## config.mk

```make
export PLATFORM = sky130hd
export DESIGN_NAME = demux_1to2
export DESIGN_NICKNAME = d
export VERILOG_FILES = /design/src/rtl/demux_1to2.sv
export SDC_FILE = /design/constraint.sdc
export NUM_CORES = 1
export LEC_CHECK = 0
export CELL_PAD_IN_SITES_DETAIL_PLACEMENT = 1
export CELL_PAD_IN_SITES_GLOBAL_PLACEMENT = 1
export CORE_ASPECT_RATIO = 1.5
export CORE_MARGIN = 3
export CORE_UTILIZATION = 42
export DETAILED_ROUTE_END_ITERATION = 12
export PLACE_DENSITY = 0.87
export SLEW_MARGIN = 15
export SYNTH_ARGS = -nofsm -noshare
export SYNTH_HDL_FRONTEND = slang
export SYNTH_HIERARCHICAL = 1
export SYNTH_SLANG_ARGS = --single-unit
```

## constraint.sdc

```tcl
create_clock -name clk -period 2.42 [get_ports clk]
set_clock_uncertainty 0.15 [all_clocks]
set_input_delay 0.484 -clock clk [delete_from_list [all_inputs] [get_ports clk]]
set_output_delay 0.484 -clock clk [all_outputs]
set_load 0.02 [all_outputs]
```

## src/rtl/demux_1to2.sv

```systemverilog
// demux_1to2: steers each accepted din word into one of two per-output FIFOs chosen by select.
// Latency: 1 cycle from the accepting edge to doutN_valid; no combinational din->dout path.
// Backpressure: din_ready = !full[select]; a stalled output only blocks words aimed at it.
// Optional: define DEMUX_STATS_EN to add saturating accepted-word counters cnt0/cnt1.

// Small synchronous FIFO: count-based full/empty, storage not reset.
module demux_1to2_fifo #(
  parameter int W     = 16,
  parameter int DEPTH = 2
) (
  input  logic         clk,
  input  logic         reset,
  input  logic         push_i,
  input  logic         pop_i,
  input  logic [W-1:0] dat_i,
  output logic [W-1:0] dat_o,
  output logic         vld_o,
  output logic         full_o
);

  localparam int PW = $clog2(DEPTH);
  localparam int CW = $clog2(DEPTH) + 1;

  logic [W-1:0]  mem_q [DEPTH];
  logic [PW-1:0] wr_ptr_q, wr_ptr_d;
  logic [PW-1:0] rd_ptr_q, rd_ptr_d;
  logic [CW-1:0] count_q, count_d;
  logic          push_en;
  logic          pop_en;

  assign vld_o  = (count_q != '0);
  assign full_o = (count_q == CW'(DEPTH));
  assign dat_o  = mem_q[rd_ptr_q];

  // A push into a full FIFO or a pop from an empty one is ignored here as a safety net.
  always_comb begin
    push_en  = push_i && !full_o;
    pop_en   = pop_i && vld_o;
    wr_ptr_d = push_en ? wr_ptr_q + 1'b1 : wr_ptr_q;
    rd_ptr_d = pop_en ? rd_ptr_q + 1'b1 : rd_ptr_q;
    count_d  = count_q + CW'(push_en) - CW'(pop_en);
  end

  // Pointer/occupancy state; DEPTH is a power of two so pointers wrap naturally.
  always_ff @(posedge clk) begin
    if (reset) begin
      wr_ptr_q <= '0;
      rd_ptr_q <= '0;
      count_q  <= '0;
    end else begin
      wr_ptr_q <= wr_ptr_d;
      rd_ptr_q <= rd_ptr_d;
      count_q  <= count_d;
    end
  end

  // Storage write; contents are deliberately left unreset.
  always_ff @(posedge clk) begin
    if (push_en) begin
      mem_q[wr_ptr_q] <= dat_i;
    end
  end

endmodule

module demux_1to2 #(
  parameter int width = 16,
  parameter int DEPTH = 2
) (
  input  logic             clk,
  input  logic             reset,
  input  logic [width-1:0] din,
  input  logic             select,
  input  logic             din_valid,
  output logic             din_ready,
  output logic [width-1:0] dout0,
  output logic             dout0_valid,
  input  logic             dout0_ready,
  output logic [width-1:0] dout1,
  output logic             dout1_valid,
  input  logic             dout1_ready
`ifdef DEMUX_STATS_EN
  ,
  output logic [15:0]      cnt0,
  output logic [15:0]      cnt1
`endif
);

  logic full0, full1;
  logic push0, push1;

  // Ready follows only the addressed FIFO so the other output keeps flowing.
  always_comb begin
    din_ready = select ? !full1 : !full0;
    push0     = din_valid && din_ready && !select;
    push1     = din_valid && din_ready && select;
  end

  demux_1to2_fifo #(.W(width), .DEPTH(DEPTH)) u_fifo0 (
    .clk    (clk),
    .reset  (reset),
    .push_i (push0),
    .pop_i  (dout0_ready),
    .dat_i  (din),
    .dat_o  (dout0),
    .vld_o  (dout0_valid),
    .full_o (full0)
  );

  demux_1to2_fifo #(.W(width), .DEPTH(DEPTH)) u_fifo1 (
    .clk    (clk),
    .reset  (reset),
    .push_i (push1),
    .pop_i  (dout1_ready),
    .dat_i  (din),
    .dat_o  (dout1),
    .vld_o  (dout1_valid),
    .full_o (full1)
  );

`ifdef DEMUX_STATS_EN
  logic [15:0] cnt0_q, cnt0_d;
  logic [15:0] cnt1_q, cnt1_d;

  // Counters stick at all-ones rather than wrapping.
  always_comb begin
    cnt0_d = (push0 && cnt0_q != 16'hFFFF) ? cnt0_q + 16'd1 : cnt0_q;
    cnt1_d = (push1 && cnt1_q != 16'hFFFF) ? cnt1_q + 16'd1 : cnt1_q;
  end

  // Accepted-word counter registers.
  always_ff @(posedge clk) begin
    if (reset) begin
      cnt0_q <= '0;
      cnt1_q <= '0;
    end else begin
      cnt0_q <= cnt0_d;
      cnt1_q <= cnt1_d;
    end
  end

  assign cnt0 = cnt0_q;
  assign cnt1 = cnt1_q;
`endif

endmodule

```

-- After elaboration in Yosys (flattened, before gate mapping)
Memory sizes are Yosys's and may differ from the RTL's. A register that Yosys moved wholly into a read port is not among the register bits.
Index checks and enable logic that the tools add are counted.
- register bits: 8
- bits in writable memories: 64
- bits of input ports: 22
- memories kept: 2
- memory list (memory ; depth ; width ; read ports ; clocked after memory_dff ; wr ports ; RTL line ; RTL):
    u_fifo0.mem_q ; 2 ; 16 ; 1 ; 1 ; 1 ; 24 ; logic [W-1:0] mem_q [DEPTH];
    u_fifo1.mem_q ; 2 ; 16 ; 1 ; 1 ; 1 ; 24 ;
- add/subtract/negate cells: 8
- eq/ne operators: 2
- muxes and demuxes: 9
- reduce and logical (&&, ||, !) cells: 12
- operators with widths (cell ; count):
    2-to-1 mux 1 bit ; 9
    logical AND 1 bit ; 7
    adder 1 bit (second input constant) ; 4
    adder 2 x 1 -> 2 bit ; 2
    == test 2 bit (second input constant) ; 2
    nonzero test 2 bit ; 2
    subtractor 2 x 1 -> 2 bit ; 2
    logical NOT 1 bit ; 3

-- Depth between registers and ports, before layout
Gate-level depths: netlist of the first run.
- word-level depth: 8
- gate-level depth with buffers: 10
- depth with buffers taken out: 10

-- Modules after synthesis
Netlist of the first run, hierarchy kept.
- modules (own cells, without submodules) (module ; instances ; cells an instance ; area an instance (um2) ; seq. area each (um2)):
    demux_1to2_fifo ; 2 ; 77 ; 1391.3 ; 1061.0
    demux_1to2 ; 1 ; 3 ; 26.3 ; 0.0

-- Worst setup path after synthesis of the first run
No wires, ideal clock.
- path type: flip-flop to flip-flop
- start point: register u_fifo0.count_q[0]
- end point: memory u_fifo0.mem_q[0][0], enable pin
- setup time: 364 ps
- data arrival time: 1544 ps
- data required time: 1906 ps
- slack: 362 ps
- stages on the path, launching flop included: 7
- path buffers: 0
- clock period less this slack: 2058 ps
- cell sequence: dfxtp_1 -> nand2b_2 -> inv_2 -> nor3b_1 -> inv_1 -> or3_1 -> inv_1
- cells in the longest elaborated chain, start to end: 8
- RTL lines (what ; RTL line ; RTL):
    from (decl) ; 27 ; logic [CW-1:0] count_q, count_d;
    from (signal assigned) ; 53 ; count_q <= count_d;
    == test 2 bit ; 32 ; assign full_o = (count_q == CW'(DEPTH));
    net full0 ; 89 ; logic full0, full1;
    logical NOT 1 bit ; 94 ; din_ready = select ? !full1 : !full0;
    2-to-1 mux 1 bit ; 94 ;
    logical AND 1 bit (2 in series) ; 95 ; push0 = din_valid && din_ready && !select;
    net push0 ; 90 ; logic push0, push1;
    logical AND 1 bit ; 37 ; push_en = push_i && !full_o;
    2-to-1 mux 1 bit ; 59 ; if (push_en) begin
    2-to-1 mux 1 bit (not written as such) ; 60 ; mem_q[wr_ptr_q] <= dat_i;
    to (decl) ; 24 ;
The timed path passes the listed nets, and every way through them passes these cells.

==> run summary, run 1 <==
ROUTE
----------------------------------------------------------------------------------
Detail Route Antenna Nets                                                        0
Average wire per cell in the routed design                                18.06 um
Number of iterations in the first detailed-routing pass                          4
Detailed-route DRC error count                                                   0
Total via count after detailed routing                                        1517
Detailed Route WL                                                          5509 um
Starting DRC count in detailed routing                                          66
Vias per Instance                                                            4.974

PLACED DESIGN
----------------------------------------------------------------------------------
Inst Count DP                                                                  289
Port Buf Inserts                                                                56
HPWL after detailed placement                                              3962 um
Global placer's final weighted congestion                                   0.7094

STA
----------------------------------------------------------------------------------
Final critical path time including I/O delays and setup                   2.206 ns
Final Setup Violations                                                           0
Worst slew slack as a fraction of its limit                                 74.48%
Share of the clock period used by the worst path                            91.17%
Max Transition Viols Final                                                       0
Unrepaired setup endpoints after global routing                                 no
Max Freq                                                                 453.3 MHz
Slew at the pin closest to its max-slew limit                            0.3816 ns
Worst Hold Margin                                                        0.3532 ns
Number of endpoints with negative hold slack in the final report                 0

YOSYS
----------------------------------------------------------------------------------
Cell accounting for the most synthesized area                         sky130_fd_sc_hd__edfxtp_1
Mean post-synth cell area                                               17.89 um^2
Fraction of synthesis flops using an asynchronous set or reset pin              0%
Post-synth top cells                                                  sky130_fd_sc_hd__edfxtp_1, sky130_fd_sc_hd__mux2_1, sky130_fd_sc_hd__dfxtp_1, sky130_fd_sc_hd__inv_1, sky130_fd_sc_hd__nor2_1
Dominant cells by area after synthesis                                sky130_fd_sc_hd__edfxtp_1, sky130_fd_sc_hd__mux2_1, sky130_fd_sc_hd__dfxtp_1
Flops & latches, synth                                                          74
Gate count of the mapped netlist                                               157
Share of the synthesized area in the top cell type                          68.42%
Most used DFF post-synth                                              sky130_fd_sc_hd__edfxtp_1
Post-Syn Nets                                                                  183
Synth Cell Area                                                          2809 um^2
Unique masters post-synth                                                       26
Most frequently used cell type in the post-synthesis netlist          sky130_fd_sc_hd__edfxtp_1
Number of synthesized flops with an enable pin                                  64
Share of the yosys chip area belonging to registers                         75.55%
Number of warning messages in the yosys log                                      6

CLOCK TREE
----------------------------------------------------------------------------------
Clock insertion delay at the later pin of the skew report                  0.33 ns
# resized after CTS                                                             22
TritonCTS clock tree                                                         built
Clock transition at path regs                                              0.07 ns
CTS Buffer Depth                                                                 2
Total clock buffers created by CTS                                               9
Clock tree root driver cell                                           sky130_fd_sc_hd__clkbuf_8
Quantity of hold-fixing buffers added after cts                                  0
Total number of H-tree levels                                                    3
Post-CTS Setup Repair Bufs                                                       0
Clock Sinks                                                                     74

FLOORPLAN
----------------------------------------------------------------------------------
Area of the core region                                                  6306 um^2
Number of rows created at floorplan                                             35
Die area                                                                 7726 um^2
Vertical die dimension                                                    106.2 um
Number of top-level pins                                                        57
Horiz. Die Dim                                                            72.78 um
Initial Util                                                                44.54%

POWER
----------------------------------------------------------------------------------
Power density over cell area                                          992.6 nW/um^2
Peak supply drop                                                         0.6320 mV
Static leakage                                                            1.454 nW

GRT
----------------------------------------------------------------------------------
GR Util All Layers                                                          16.33%
First-pass GRT wire length                                                 9045 um
Peak-usage layer in the global routing report                                 met2
Met1 layer usage reported by global route                                   15.89%
Met3 track demand over resource                                             6.244%
Number of global-route vias before repair                                     1778
Largest net degree at the start of global routing                               17
Met2 global-route usage                                                     30.36%
Antenna violations before repair                                                 0
Total overflow reported by the global router                                     0

FLOW RUN
----------------------------------------------------------------------------------
Number of max-capacitance violations reported                                    0

WORST SETUP PATH
----------------------------------------------------------------------------------
Path type of the worst setup path                                       reg -> out
Worst endpoint data arrival time                                           1.57 ns
CP endpoint kind                                                        output pin
Data required time of the worst path                                       1.79 ns
Crit-path max FO                                                                16
Kind of start point of the critical path                                 flip-flop

FINAL LAYOUT
----------------------------------------------------------------------------------
Fraction of final layout cells with drive strength greater than 1           13.42%
Number of fillers in the final layout                                          609
Signed area change from the synthesized netlist to the final layout         32.16%
Number of antenna diodes                                                         0
Final net count                                                                252
Final standard cell count with taps included and fillers excluded              305

STATUS
----------------------------------------------------------------------------------
Run status                                                               completed

WORST HOLD PATH
----------------------------------------------------------------------------------
Worst hold-check path type                                              reg -> reg

[per-stage QoR]
step / worst slack [ns] / cell area (um^2) / setup TNS (ns) / total power, mW / utilization (%)
floorplan: 0.3622 / 2809 / 0 / 2.412 / -
global placement: -0.02768 / 3557 / -0.02768 / 3.036 / 56.41
detailed placement: -0.1130 / 3557 / -1.003 / 3.081 / 56.41
CTS: 0.001311 / 3685 / 0 / 3.763 / 58.43
global route: 0.06610 / 3712 / 0 / 3.911 / 58.87
finish: 0.2137 / 3712 / 0 / 3.685 / 58.87
[worst max-delay path, stage by stage, from the launching register on]
cell and delay, ns:
sky130_fd_sc_hd__dfxtp_1 0.39, sky130_fd_sc_hd__buf_12 0.18, sky130_fd_sc_hd__mux2_1 0.35, sky130_fd_sc_hd__dlygate4sd2_1 0.33
[layout by cell type, fill, tap and decap left out, types with 6 or more instances in the layout]
| master | n |
|---|---|
| sky130_fd_sc_hd__edfxtp_1 | 64 |
| sky130_fd_sc_hd__dlymetal6s2s_1 | 11 |
| sky130_fd_sc_hd__dlygate4sd2_1 | 22 |
| sky130_fd_sc_hd__clkdlybuf4s50_1 | 23 |
| sky130_fd_sc_hd__nor2_1 | 6 |
| sky130_fd_sc_hd__dfxtp_1 | 10 |
| sky130_fd_sc_hd__inv_1 | 6 |
| sky130_fd_sc_hd__mux2_1 | 30 |
| sky130_fd_sc_hd__buf_12 | 6 |
| sky130_fd_sc_hd__clkbuf_8 | 9 |
[registers in the layout, summed over array words and instances, names as in the netlist, named ones only]
register          flops
u_fifo0/mem_q        32
u_fifo1/mem_q        32
u_fifo0/count_q       2
u_fifo1/count_q       2
u_fifo0/rd_ptr_q      1
u_fifo0/wr_ptr_q      1
u_fifo1/rd_ptr_q      1
u_fifo1/wr_ptr_q      1
[worst paths after layout]
check | slack [ns] | startpoint | to | depth (start not counted)
setup / recovery | 0.21 | flip-flop | dout0[4] | 3
hold / removal | 0.35 | u_fifo0/wr_ptr_q | u_fifo0/wr_ptr_q | 2
setup reg to reg | 0.24 | u_fifo0/count_q[0] | u_fifo0/count_q[1] | 10
hold reg to reg | 0.35 | u_fifo0/wr_ptr_q | u_fifo0/wr_ptr_q | 2
[metal layers]
metal | routed length [um] | share of wire (%)
met1 | 1919 | 35
met2 | 3161 | 57
met3 | 338 | 6.1
met4 | 91 | 1.7
met5 | 0 | 0
[power breakdown]
group          internal [mW]  total [mW]  switching (mW)  leakage [nW]
logic                  0.596        1.27           0.678         0.703
registers               1.57        1.65          0.0798         0.667
clock network          0.366       0.759           0.393        0.0839
[final cells by class]
type / count / area (um^2) / share of cell area [%]
Clock inverter: 4 / 20.02 / 0.5393
Inverter: 8 / 30.03 / 0.8089
Sequential cell: 74 / 2122 / 57.16
Tap cell: 74 / 92.59 / 2.494
Clock buffer: 12 / 135.1 / 3.640
Timing Repair Buffer: 62 / 680.7 / 18.34
Multi-Input combinational cell: 71 / 631.9 / 17.02
[kinds of logic after synthesis]
| family | Yosys count | synth area share, % |
|---|---|---|
| simple gates | 24 | 4.944 |
| fa+ha+maj | 4 | 1.782 |
| flops | 74 | 75.55 |
| xor+xnor | 4 | 1.247 |
| compound gates | 6 | 1.336 |
| buf+inv | 12 | 1.960 |
| mux | 33 | 13.18 |
(Power assumes the default switching activity.)
==> run 2: changes to the inputs <==
CAP_MARGIN = 30   (was unset)
==> results of run 2 <==
Final layout, timing and power as in run 1 (identical DEF).
